===== config.mk =====
export PLATFORM = sky130hd
export DESIGN_NAME = regfile_dbg_port_flat
export DESIGN_NICKNAME = d
export VERILOG_FILES = /design/src/rtl/regfile_dbg_port_if.sv /design/src/rtl/regfile_dbg_port.sv /design/src/flat_wrapper.sv
export SDC_FILE = /design/constraint.sdc
export NUM_CORES = 1
export LEC_CHECK = 0
export ABC_AREA = 1
export CAP_MARGIN = 40
export CORE_AREA = 2 2 96 98
export DETAILED_ROUTE_END_ITERATION = 8
export DIE_AREA = 0 0 98 100
export GPL_TIMING_DRIVEN = 0
export PLACE_DENSITY = 0.87
export SLEW_MARGIN = 40
export SYNTH_ARGS = -nofsm -noshare
export SYNTH_HDL_FRONTEND = slang
export SYNTH_SLANG_ARGS = --single-unit

===== constraint.sdc =====
create_clock -name clk -period 1.94 [get_ports clk]
set_input_delay 0.291 -clock clk [delete_from_list [all_inputs] [get_ports clk]]
set_output_delay 0.291 -clock clk [all_outputs]
set_load 0.005 [all_outputs]

===== src/rtl/regfile_dbg_port_if.sv =====
// Host-facing command/response channel of the register-file debug port.
// The host drives commands and accepts responses (master); the debug
// engine accepts commands and produces responses (slave).
interface regfile_dbg_port_if;
  logic        cmd_valid;
  logic        cmd_ready;
  logic        cmd_write;
  logic [4:0]  cmd_addr;
  logic [31:0] cmd_wdata;
  logic        rsp_valid;
  logic        rsp_ready;
  logic [31:0] rsp_rdata;
  logic        rsp_err;

  modport master (
    output cmd_valid,
    output cmd_write,
    output cmd_addr,
    output cmd_wdata,
    output rsp_ready,
    input  cmd_ready,
    input  rsp_valid,
    input  rsp_rdata,
    input  rsp_err
  );

  modport slave (
    input  cmd_valid,
    input  cmd_write,
    input  cmd_addr,
    input  cmd_wdata,
    input  rsp_ready,
    output cmd_ready,
    output rsp_valid,
    output rsp_rdata,
    output rsp_err
  );
endinterface


===== src/rtl/regfile_dbg_port.sv =====
// Debug access engine for the 32x32 register file of the multicycle RV32 core.
// A host command is latched, the core is asked to halt, and once the core
// acknowledges the engine owns the register-file ports for exactly one cycle
// to perform the read or write. The result is then offered on the response
// channel while the core is kept halted. If the core never acknowledges
// within HALT_TIMEOUT cycles an error response is returned without touching
// the register file.
module regfile_dbg_port #(
  parameter int unsigned HALT_TIMEOUT = 16
) (
  input  logic                     clk,
  input  logic                     reset,
  regfile_dbg_port_if.slave        dbg,
  output logic                     halt_req,
  input  logic                     halt_ack,
  output logic                     rf_sel,
  output logic [4:0]               rf_A1,
  input  logic [31:0]              rf_RD1,
  output logic [4:0]               rf_A3,
  output logic [31:0]              rf_WD3,
  output logic                     rf_RegWrite
);

  typedef enum logic [1:0] {
    IDLE,
    HALT,
    ACCESS,
    RESP
  } state_t;

  // The timeout counter is 8 bits wide, so the limit is truncated to match.
  localparam logic [7:0] TIMEOUT_LIMIT = 8'(HALT_TIMEOUT);

  state_t      state_q, state_d;
  logic [7:0]  cnt_q, cnt_d;
  logic        lat_write_q, lat_write_d;
  logic [4:0]  lat_addr_q, lat_addr_d;
  logic [31:0] lat_wdata_q, lat_wdata_d;
  logic [31:0] rdata_q, rdata_d;
  logic        err_q, err_d;

  logic [7:0]  cnt_inc;

  logic        cmd_ready_c;
  logic        rsp_valid_c;
  logic        halt_req_c;
  logic        rf_sel_c;
  logic        rf_we_c;

  assign cnt_inc = cnt_q + 8'd1;

  // Next-state and output decode: every target gets a hold/idle default
  // first, then each state overrides only what it changes.
  always_comb begin
    state_d     = state_q;
    cnt_d       = cnt_q;
    lat_write_d = lat_write_q;
    lat_addr_d  = lat_addr_q;
    lat_wdata_d = lat_wdata_q;
    rdata_d     = rdata_q;
    err_d       = err_q;

    cmd_ready_c = 1'b0;
    rsp_valid_c = 1'b0;
    halt_req_c  = 1'b0;
    rf_sel_c    = 1'b0;
    rf_we_c     = 1'b0;

    case (state_q)
      IDLE: begin
        cmd_ready_c = 1'b1;
        if (dbg.cmd_valid) begin
          lat_write_d = dbg.cmd_write;
          lat_addr_d  = dbg.cmd_addr;
          lat_wdata_d = dbg.cmd_wdata;
          cnt_d       = 8'd0;
          state_d     = HALT;
        end
      end

      HALT: begin
        halt_req_c = 1'b1;
        if (halt_ack) begin
          state_d = ACCESS;
        end else begin
          cnt_d = cnt_inc;
          if (cnt_inc == TIMEOUT_LIMIT) begin
            rdata_d = 32'h0;
            err_d   = 1'b1;
            state_d = RESP;
          end
        end
      end

      ACCESS: begin
        halt_req_c = 1'b1;
        rf_sel_c   = 1'b1;
        rf_we_c    = lat_write_q;
        rdata_d    = lat_write_q ? 32'h0 : rf_RD1;
        err_d      = 1'b0;
        state_d    = RESP;
      end

      RESP: begin
        halt_req_c  = 1'b1;
        rsp_valid_c = 1'b1;
        if (dbg.rsp_ready) begin
          state_d = IDLE;
        end
      end

      default: begin
        state_d = IDLE;
      end
    endcase
  end

  // State and datapath registers; reset abandons any command in flight and
  // clears everything visible on the ports.
  always_ff @(posedge clk) begin
    if (reset) begin
      state_q     <= IDLE;
      cnt_q       <= 8'd0;
      lat_write_q <= 1'b0;
      lat_addr_q  <= 5'd0;
      lat_wdata_q <= 32'h0;
      rdata_q     <= 32'h0;
      err_q       <= 1'b0;
    end else begin
      state_q     <= state_d;
      cnt_q       <= cnt_d;
      lat_write_q <= lat_write_d;
      lat_addr_q  <= lat_addr_d;
      lat_wdata_q <= lat_wdata_d;
      rdata_q     <= rdata_d;
      err_q       <= err_d;
    end
  end

  // Control strobes are masked by reset so that a reset arriving during
  // ACCESS cannot let the register file commit a write on that edge, and
  // no command is accepted while reset is held.
  assign dbg.cmd_ready = cmd_ready_c & ~reset;
  assign dbg.rsp_valid = rsp_valid_c & ~reset;
  assign halt_req      = halt_req_c  & ~reset;
  assign rf_sel        = rf_sel_c    & ~reset;
  assign rf_RegWrite   = rf_we_c     & ~reset;

  // Response payload comes straight from registers, so it cannot change
  // while the host is applying backpressure.
  assign dbg.rsp_rdata = rdata_q;
  assign dbg.rsp_err   = err_q;

  // Address and data lines carry the latched command at all times; the
  // top-level mux only looks at them while rf_sel is high.
  assign rf_A1  = lat_addr_q;
  assign rf_A3  = lat_addr_q;
  assign rf_WD3 = lat_wdata_q;

endmodule


===== src/flat_wrapper.sv =====
// flat-port wrapper written by rule: the top's interface ports become plain ports
module regfile_dbg_port_flat 
#(
  parameter int unsigned HALT_TIMEOUT = 16
)
  (clk, reset, halt_req, halt_ack, rf_sel, rf_A1, rf_RD1, rf_A3, rf_WD3, rf_RegWrite, dbg_cmd_valid, dbg_cmd_write, dbg_cmd_addr, dbg_cmd_wdata, dbg_rsp_ready, dbg_cmd_ready, dbg_rsp_valid, dbg_rsp_rdata, dbg_rsp_err);
  regfile_dbg_port_if dbg_i ();
  input  logic clk;
  input  logic reset;
  output logic halt_req;
  input  logic halt_ack;
  output logic rf_sel;
  output logic [4:0] rf_A1;
  input  logic [31:0] rf_RD1;
  output logic [4:0] rf_A3;
  output logic [31:0] rf_WD3;
  output logic rf_RegWrite;
  input wire logic [$bits(dbg_i.cmd_valid)-1:0] dbg_cmd_valid;
  input wire logic [$bits(dbg_i.cmd_write)-1:0] dbg_cmd_write;
  input wire logic [$bits(dbg_i.cmd_addr)-1:0] dbg_cmd_addr;
  input wire logic [$bits(dbg_i.cmd_wdata)-1:0] dbg_cmd_wdata;
  input wire logic [$bits(dbg_i.rsp_ready)-1:0] dbg_rsp_ready;
  output wire logic [$bits(dbg_i.cmd_ready)-1:0] dbg_cmd_ready;
  output wire logic [$bits(dbg_i.rsp_valid)-1:0] dbg_rsp_valid;
  output wire logic [$bits(dbg_i.rsp_rdata)-1:0] dbg_rsp_rdata;
  output wire logic [$bits(dbg_i.rsp_err)-1:0] dbg_rsp_err;
  assign dbg_i.cmd_valid = dbg_cmd_valid;
  assign dbg_i.cmd_write = dbg_cmd_write;
  assign dbg_i.cmd_addr = dbg_cmd_addr;
  assign dbg_i.cmd_wdata = dbg_cmd_wdata;
  assign dbg_i.rsp_ready = dbg_rsp_ready;
  assign dbg_cmd_ready = dbg_i.cmd_ready;
  assign dbg_rsp_valid = dbg_i.rsp_valid;
  assign dbg_rsp_rdata = dbg_i.rsp_rdata;
  assign dbg_rsp_err = dbg_i.rsp_err;
  regfile_dbg_port #(.HALT_TIMEOUT(HALT_TIMEOUT)) u_core (.clk(clk), .reset(reset), .dbg(dbg_i), .halt_req(halt_req), .halt_ack(halt_ack), .rf_sel(rf_sel), .rf_A1(rf_A1), .rf_RD1(rf_RD1), .rf_A3(rf_A3), .rf_WD3(rf_WD3), .rf_RegWrite(rf_RegWrite));
endmodule

* After elaboration in Yosys (flattened, before gate mapping)
Index checks and enable logic that the tools add are counted.
Operators by class: add/subtract/negate cells 1, equal/unequal tests 9, multiplexer cells 20, bitwise logic cells 6, reductions and logical operators 8
Operator list (count):
- 32-bit 2-to-1 mux | 3
- 32-bit case mux with 2 select lines | 1
- 8-bit 2-to-1 mux | 2
- 8-bit case mux with 2 select lines | 1
- 3-bit AND reduction | 3
- 8-bit by 1-bit adder with 8-bit output (second input constant) | 1
- 8-bit by 5-bit equality test with 1-bit output (second input constant) | 1
- 2-bit 2-to-1 mux | 4
- 2-bit case mux with 4 select lines | 1
- 1-bit 2-to-1 mux | 7
- 2-bit inequality test (second input constant) | 3
- 1-bit AND | 5
- 2-bit equality test (second input constant) | 2
- 2-bit nonzero test | 2
- 3-bit by 2-bit inequality test with 1-bit output (second input constant) | 1
- 3-bit OR reduction | 1
- 2-bit by 1-bit equality test with 1-bit output (second input constant) | 1
- 2-bit logical NOT | 1
- 2-bit by 1-bit inequality test with 1-bit output (second input constant) | 1
- 1-bit case mux with 2 select lines | 1
- 2-bit AND reduction | 1
- 1-bit NOT | 1
Word-level totals: register bits after elaboration 81, input bits 75, output and inout port bits 80, logic and storage cells 51

* Depth between registers and ports, before layout
Gate-level depths: netlist of the first run.
depth after elaboration 5, mapped depth 12, depth with buffers taken out 11

* Worst setup path after synthesis of the first run
OpenSTA, ideal clock, no wires.
path kind register to register, start point register u_core.cnt_q[0], end point register u_core.rdata_q[12] (netlist: u_core.dbg.rsp_rdata[12]), library setup time 0.115 ns, arrival time 1.590 ns, required time 1.825 ns, path slack 0.235 ns, stages on the path, launching flop included 11, path buffers 2, cell sequence dfxtp_1 -> ha_1 -> nand3_1 -> o21ai_1 -> nand2_1 -> nor2_2 -> nand3_2 -> buf_6 -> buf_2 -> a21oi_1 -> nor2_1
On the way: cells in the longest elaborated chain, start to end 4
Ends and longest elaborated chain:
- start: declaration | RTL line regfile_dbg_port.sv:35 | logic [7:0] cnt_q, cnt_d;
- start signal: assignment | RTL line regfile_dbg_port.sv:131 | cnt_q <= cnt_d;
- 8-bit by 1-bit adder with 8-bit output | RTL line regfile_dbg_port.sv:50 | assign cnt_inc = cnt_q + 8'd1;
- 8-bit by 5-bit equality test with 1-bit output | RTL line regfile_dbg_port.sv:87 | if (cnt_inc == TIMEOUT_LIMIT) begin
- 2-bit by 1-bit inequality test with 1-bit output (no source line)
- 3-bit AND reduction (no source line)
- end signal: assignment | RTL line regfile_dbg_port.sv:135 | rdata_q <= rdata_d;
- end: declaration | RTL line regfile_dbg_port.sv:39 | logic [31:0] rdata_q, rdata_d;
No other way between the ends. A chain may end at the register's enable or synchronous reset.

* Final worst setup path of the first run
start point input reset, end point output dbg_rsp_valid
On the way: cells in the longest elaborated chain, start to end 2
Ends and longest elaborated chain:
- start: declaration | RTL line flat_wrapper.sv:9 | input logic reset;
- 1-bit NOT | RTL line regfile_dbg_port.sv:144 | assign dbg.rsp_valid = rsp_valid_c & ~reset;
- 1-bit AND | RTL line regfile_dbg_port.sv:144
- end: declaration | RTL line flat_wrapper.sv:24 | output wire logic [$bits(dbg_i.rsp_valid)-1:0] dbg_rsp_valid;
No other way between the ends.

==> results of run 1 <==
flip-flops by register name, indices dropped and copies added, names as in the netlist:
signal	flops
u_core.dbg.rsp_rdata	32
u_core.rf_WD3	32
u_core.cnt_q	8
u_core.rf_A1	5
u_core.state_q	2
u_core.dbg.rsp_err	1
u_core.lat_write_q	1
repair_timing:
item                       CTS  global route
gates resized for setup     11            47
setup endpoints to repair   36            47
buffers inserted             0             1
pin swaps                    0             2
critical path, stage by stage:
cell and delay (ns):
clkdlybuf4s50_1 0.47, buf_4 0.20, nor2_1 0.10, clkdlybuf4s50_1 0.50
how the worst max path moves through the flow:
| stage | from | end | depth (start not counted) |
|---|---|---|---|
| 2_1_floorplan | u_core.cnt_q[0]$_SDFFE_PP0P_ | u_core.dbg.rsp_rdata[12]$_SDFFE_PP0P_ | 10 |
| 3_3_place_gp | reset | dbg_rsp_valid | 4 |
| 3_5_place_dp | reset | dbg_rsp_valid | 4 |
| 4_1_cts | u_core.state_q[1]$_SDFFE_PP0P_ | dbg_cmd_ready | 5 |
| 5_1_grt | u_core.cnt_q[0]$_SDFFE_PP0P_ | u_core.dbg.rsp_rdata[22]$_SDFFE_PP0P_ | 11 |
| 6_report | reset | dbg_rsp_valid | 4 |
metal layers:
layer  GRT usage, %  up-vias  share of wire, %
li1               -     1990                 -
met3           6.96       12               9.6
met5              0        -                 0
met4           7.91        0               1.1
met2           38.5      179                49
met1           23.3     1756                40
power breakdown:
| group | internal [mW] | leakage [nW] | switching [mW] |
|---|---|---|---|
| Combinational | 1.63 | 1.74 | 1.39 |
| Sequential | 2.15 | 0.668 | 0.278 |
| Clock | 0.725 | 0.0995 | 0.604 |
| Total | 4.50 | 2.51 | 2.28 |
cell type report:
class                      count  area share, %
buffer                        38           3.98
tap                          111           2.43
inverter                      52           3.41
timing repair buffer         155           27.1
multi-input combinational    359           30.7
sequential                    81           28.6
clock buffer                  11           2.30
clock inverter                 5           1.40
layout by cell type (no fill, tap or decap), types with 2 or more instances in the layout:
| cell type | synthesis | layout |
|---|---|---|
| dlymetal6s2s_1 | 0 | 2 |
| clkbuf_8 | 0 | 9 |
| ha_1 | 5 | 2 |
| nand4_1 | 3 | 3 |
| a21oi_2 | 0 | 11 |
| clkbuf_1 | 17 | 14 |
| nand2_2 | 0 | 2 |
| nand3_2 | 2 | 4 |
| o21ai_0 | 43 | 43 |
| buf_4 | 5 | 7 |
| buf_1 | 6 | 3 |
| bufinv_16 | 0 | 2 |
| a21oi_1 | 45 | 34 |
| dfxtp_1 | 81 | 75 |
| inv_1 | 50 | 49 |
| nand3_1 | 6 | 4 |
| buf_2 | 6 | 5 |
| inv_2 | 2 | 3 |
| clkdlybuf4s50_1 | 0 | 151 |
| dfxtp_4 | 0 | 3 |
| nor2_2 | 2 | 2 |
| dfxtp_2 | 0 | 3 |
| clkinvlp_4 | 0 | 2 |
| buf_6 | 4 | 5 |
| nand3b_1 | 33 | 33 |
| clkbuf_2 | 0 | 6 |
| ha_4 | 0 | 2 |
| nor2_1 | 149 | 148 |
| nand2_1 | 68 | 66 |
logic make-up after synthesis:
logic type                 count (synthesis)  share of synthesized area [%]
and+or+nand+nor                          264                           31.2
AOI/OAI and AO/OA                         90                           12.2
buffers and inverters                     90                           10.7
DFF                                       81                           44.1
adders and majority gates                  5                           1.70
==> out/metrics.cfg, run 1 <==
[timing]
hold_ws_ns = 0.483
max_freq_mhz = 538
setup_ws_ns = 0.0830
rsz0062_at_grt = no
setup_violations = 0
clock_skew_ns = 0.0141
period_needed_ns = 1.86
report.final.slew_viol_count = 0
max_slew.worst_pin.slew_ns = 0.531
slew_headroom_pct = 64.6
setup_tns_ns = 0
finalCritPeriodShare_pct = 95.7
hold_viol = 0

[routing]
vias = 3937
drt_iter0_markers = 144
viasPerCell = 4.85
post_drt_wl_per_cell_um = 12.9
drt_wl_total_mm = 10.5
postRouteAntennaNets = 0
first_pass_iters = 4
drc = 0

[critical_path]
arrival_ns = 1.57
crit_path_end_kind = primary output
r2r_end = u_core.dbg.rsp_rdata[9]$_SDFFE_PP0P_
cp.required_ns = 1.65
r2r_setup_slack_ns = 0.11
rr_startpoint = u_core.cnt_q[2]$_SDFFE_PP0P_
start_kind = primary input
criticalPathCategory = in2out
cp_max_fo = 10
r2r_cells = 10

[layout]
fin_nets = 776
final_core_util_pct = 64.3
multi_input_area_um2 = 1760
syn_to_final_growth_pct = 55.5
layout.area.seq_um2 = 1640
layout.cells.non_filler = 812
fillers = 737
diodes = 0
drive_gt1_share_pct = 10.1
design_area_um2 = 5720

[die]
die_h_um = 100
ios = 155
fp.dieW_um = 98
core_area_um2 = 8890
rows = 35
initial_core_util_pct = 41.4
die-area_um2 = 9800

[placement]
port_buffers = 154
dp_slack_ns = -0.117
place.gp.congestion = 0.856
dp_hpwl_mm = 7.89
dp_cells = 795
placed_area_um2 = 5360

[grt]
grt_usage_pct = 21.3
antenna_found_initial = 0
grt_pass1_vias = 3788
gr-total-overflow = 0
grt_max_degree = 14
grt_pass1_wl_mm = 17.3

[synth]
ys_seq_elements = 81
synth-main-ff-cell = dfxtp_1
yosysWarningCount = 0
yosysSeqAreaShare_pct = 44.1
syn_area_per_cell_um2 = 6.94
synthesis.nets = 610
ys_types = 20
yosysTopAreaCell = dfxtp_1
syn_area_um2 = 3680
synthTopCellsByArea = dfxtp_1, nor2_1, nand2_1, nand3b_1, a21oi_1
async_flop_share_pct = 0
yosysMostFrequentCell = nor2_1
synthTopCellsByCount = nor2_1, dfxtp_1, nand2_1
synth_cells = 530
synth_top_area_share_pct = 44.1
synth-edff-count = 0

[job]
drv_cap = 0

[clocking]
hold_buffers = 0
clockRootBuffer = clkbuf_8
tritoncts = yes
cts_max_level = 3
clock-sinks = 81
numCtsBuffers = 9
clkLatencyLatePin_ns = 0.34
cts.clk_slew.worst_paths_ns = 0.08
clock_path_buffers = 2

[power_and_ir_drop]
irDropWorstVdd_mv = 0.637
power_mw = 6.78
power.leakage_nw = 2.51
power_density_nw_per_um2 = 1190

[worst_hold_path]
hold_path_class = reg2reg
min_path_cells = 2
hold_start = u_core.rf_WD3[0]$_SDFFE_PP0P_
min_to = u_core.rf_WD3[0]$_SDFFE_PP0P_

[run_status]
status = finished clean

Power figures use the tool's default switching activity.
==> run 2, diff against run 1 <==
--- a/config.mk
+++ b/config.mk
@@ -7,11 +7,12 @@
 export LEC_CHECK = 0
 export ABC_AREA = 1
 export CAP_MARGIN = 40
-export CORE_AREA = 2 2 96 98
+export CORE_AREA = 2 2 80 82
 export DETAILED_ROUTE_END_ITERATION = 8
-export DIE_AREA = 0 0 98 100
+export DIE_AREA = 0 0 82 84
+export DONT_BUFFER_PORTS = 1
 export GPL_TIMING_DRIVEN = 0
-export PLACE_DENSITY = 0.87
+export PLACE_DENSITY = 0.85
 export SLEW_MARGIN = 40
 export SYNTH_ARGS = -nofsm -noshare
 export SYNTH_HDL_FRONTEND = slang
==> run 2 against run 1 <==
Combinational power fell by 41%. Critical path depth grew 6. Utilization rose by 2.5 points. Sequential power increased by 4%. Sequential cell count unchanged. Die area fell by 30%. Cell area decreased by 29%. Via count decreased by 14%. Hold slack got worse by 0.37 ns. Total power shrank 18%. Routed wire length decreased by 19%. Largest power group is now sequential cells.
==> out/metrics.cfg, run 2 (synthesized netlist as in run 1, its figures left out) <==
[clocking]
cts_max_level = 3  ; unchanged
clockRootBuffer = clkbuf_8
clock-sinks = 81  ; unchanged
cts.clk_slew.worst_paths_ns = 0.09  ; about the same
clkLatencyLatePin_ns = 0.34  ; about the same
numCtsBuffers = 9  ; unchanged
clock_path_buffers = 2  ; unchanged
tritoncts = yes

[timing]
finalCritPeriodShare_pct = 94.6  ; -1.2 points
report.final.slew_viol_count = 0  ; unchanged
hold_viol = 0  ; unchanged
max_freq_mhz = 545  ; +1.2%
setup_violations = 0  ; unchanged
period_needed_ns = 1.83  ; -0.0224 ns
max_slew.worst_pin.slew_ns = 0.499  ; -0.0320 ns
slew_headroom_pct = 66.7  ; +2.1 points
clock_skew_ns = 0.0109  ; -0.00323 ns

[routing]
first_pass_iters = 5  ; +1
drc = 0  ; unchanged
viasPerCell = 5.42  ; +12%
drt_wl_total_mm = 8.49  ; -19%
drt_iter0_markers = 183  ; +27%
post_drt_wl_per_cell_um = 13.6  ; +5.0%
postRouteAntennaNets = 0  ; unchanged
vias = 3389  ; -14%

[placement]
port_buffers = 0  ; -100%
dp_hpwl_mm = 6.08  ; -23%
place.gp.congestion = 0.772  ; -9.7%
dp_cells = 607  ; -24%

[layout]
diodes = 0  ; unchanged
drive_gt1_share_pct = 11.3  ; +1.2 points
fin_nets = 623  ; -20%
layout_common_cells = nor2_1, dfxtp_1, nand2_1
final_common_cell = nor2_1
fillers = 525  ; -29%
syn_to_final_growth_pct = 10.8
layout.cells.non_filler = 625  ; -23%

[die]
initial_core_util_pct = 60.3  ; +19 points
rows = 29  ; -17%
die_h_um = 84  ; -16%
ios = 155  ; unchanged
die-area_um2 = 6890  ; -30%
core_area_um2 = 6100  ; -31%
fp.dieW_um = 82  ; -16%

[run_status]
status = finished clean

[critical_path]
cp.required_ns = 2.18  ; +0.53 ns
criticalPathCategory = reg2reg
arrival_ns = 2.07  ; +0.50 ns
crit_path_end_kind = flop
cp_max_fo = 10  ; unchanged
cpMaxStageDelayCell = dfxtp_2
start_kind = flop
crit_path_max_incr_delay_ns = 0.37  ; -0.13 ns
crit_path_cell_trace = ha_2 -> nand4_1 -> nand2_2 -> nand3_2 -> nor2_4 -> nand3_2 -> buf_6 -> buf_4 -> a21oi_2 -> nor2_1
cp_common_cell = nand3_2

[grt]
grt_pass1_wl_mm = 13.0  ; -25%
grt_max_degree = 15  ; +1
grt_usage_pct = 23.7  ; +2.4 points
grt_pass1_vias = 3026  ; -20%
antenna_found_initial = 0  ; unchanged
gr-total-overflow = 0  ; unchanged

[power_and_ir_drop]
power_mw = 5.55  ; -18%
irDropWorstVdd_mv = 0.791  ; +24%
power.leakage_nw = 1.91  ; -24%
power_density_nw_per_um2 = 1360  ; +15%

[worst_hold_path]
hold_path_class = in2reg

[job]
drv_cap = 0  ; unchanged

-- run 2: final cells by class --
type / count / area [um2] / area share [%]
repair buffers: 3 / 25.0 / 0.614
well taps: 77 / 96.3 / 2.37
clock buffers: 11 / 141 / 3.47
inverters: 52 / 195 / 4.79
flip-flops and latches: 81 / 1630 / 39.9
multi-input cells: 359 / 1720 / 42.1
plain buffers: 37 / 209 / 5.13
clock inverters: 5 / 63.8 / 1.57
-- run 2: final timing paths --
| check | from | end | slack [ns] | cells after the start |
|---|---|---|---|---|
| setup / recovery | u_core.cnt_q[0]$_SDFFE_PP0P_ | u_core.dbg.rsp_rdata[6]$_SDFFE_PP0P_ | 0.11 | 10 |
| hold / removal | dbg_cmd_wdata[11] | u_core.rf_WD3[11]$_SDFFE_PP0P_ | 0.11 | 2 |
| setup reg to reg | u_core.cnt_q[0]$_SDFFE_PP0P_ | u_core.dbg.rsp_rdata[6]$_SDFFE_PP0P_ | 0.11 | 10 |
| hold reg to reg | u_core.cnt_q[7]$_SDFFE_PP0P_ | u_core.cnt_q[7]$_SDFFE_PP0P_ | 0.48 | 2 |
-- run 2: timing repair --
item / in CTS / in global routing
setup buffers: 0 / 2
endpoints found under the setup margin: 13 / 43
cloned: 0 / 0
endpoints found under the hold margin: 1 / 0
pin swaps: 0 / 1
resized for setup: 3 / 30
hold buffers: 1 / 0
-- run 2: layer usage --
layer / GRT usage, % / vias to the layer above / routed length, um
met5: 0 / - / 0
met4: 10.0 / 0 / 164
met3: 7.68 / 16 / 812
met2: 40.3 / 168 / 4110
met1: 26.5 / 1527 / 3400
li1: - / 1678 / -
-- run 2: per-stage QoR --
step                cell area (um2)  hold slack, ns  setup slack, ns  TNS, ns  utilization (%)
floorplan                      3680           0.360            0.235        0                -
global placement               3770           0.361           0.0409        0             61.9
detailed placement             3770           0.363          -0.0108  -0.0205             61.9
CTS                            3990           0.103          0.00466        0             65.5
global route                   4070           0.115          -0.0602   -0.960             66.8
finish                         4070           0.114            0.105        0             66.8
-- run 2: power by group --
part / total [mW] / internal, mW / switching [mW]
combinational: 1.78 / 0.710 / 1.07
clock: 1.25 / 0.640 / 0.614
sequential: 2.52 / 2.14 / 0.381
total: 5.55 / 3.49 / 2.06
-- run 2: worst max-delay path: cells and delay by family (launching register included) --
| kind | cells | cell delay (ns) |
|---|---|---|
| simple gates | 6 | 0.65 |
| buf+inv | 2 | 0.34 |
| flops | 1 | 0.37 |
| fa+ha+maj | 1 | 0.23 |
| compound gates | 1 | 0.14 |
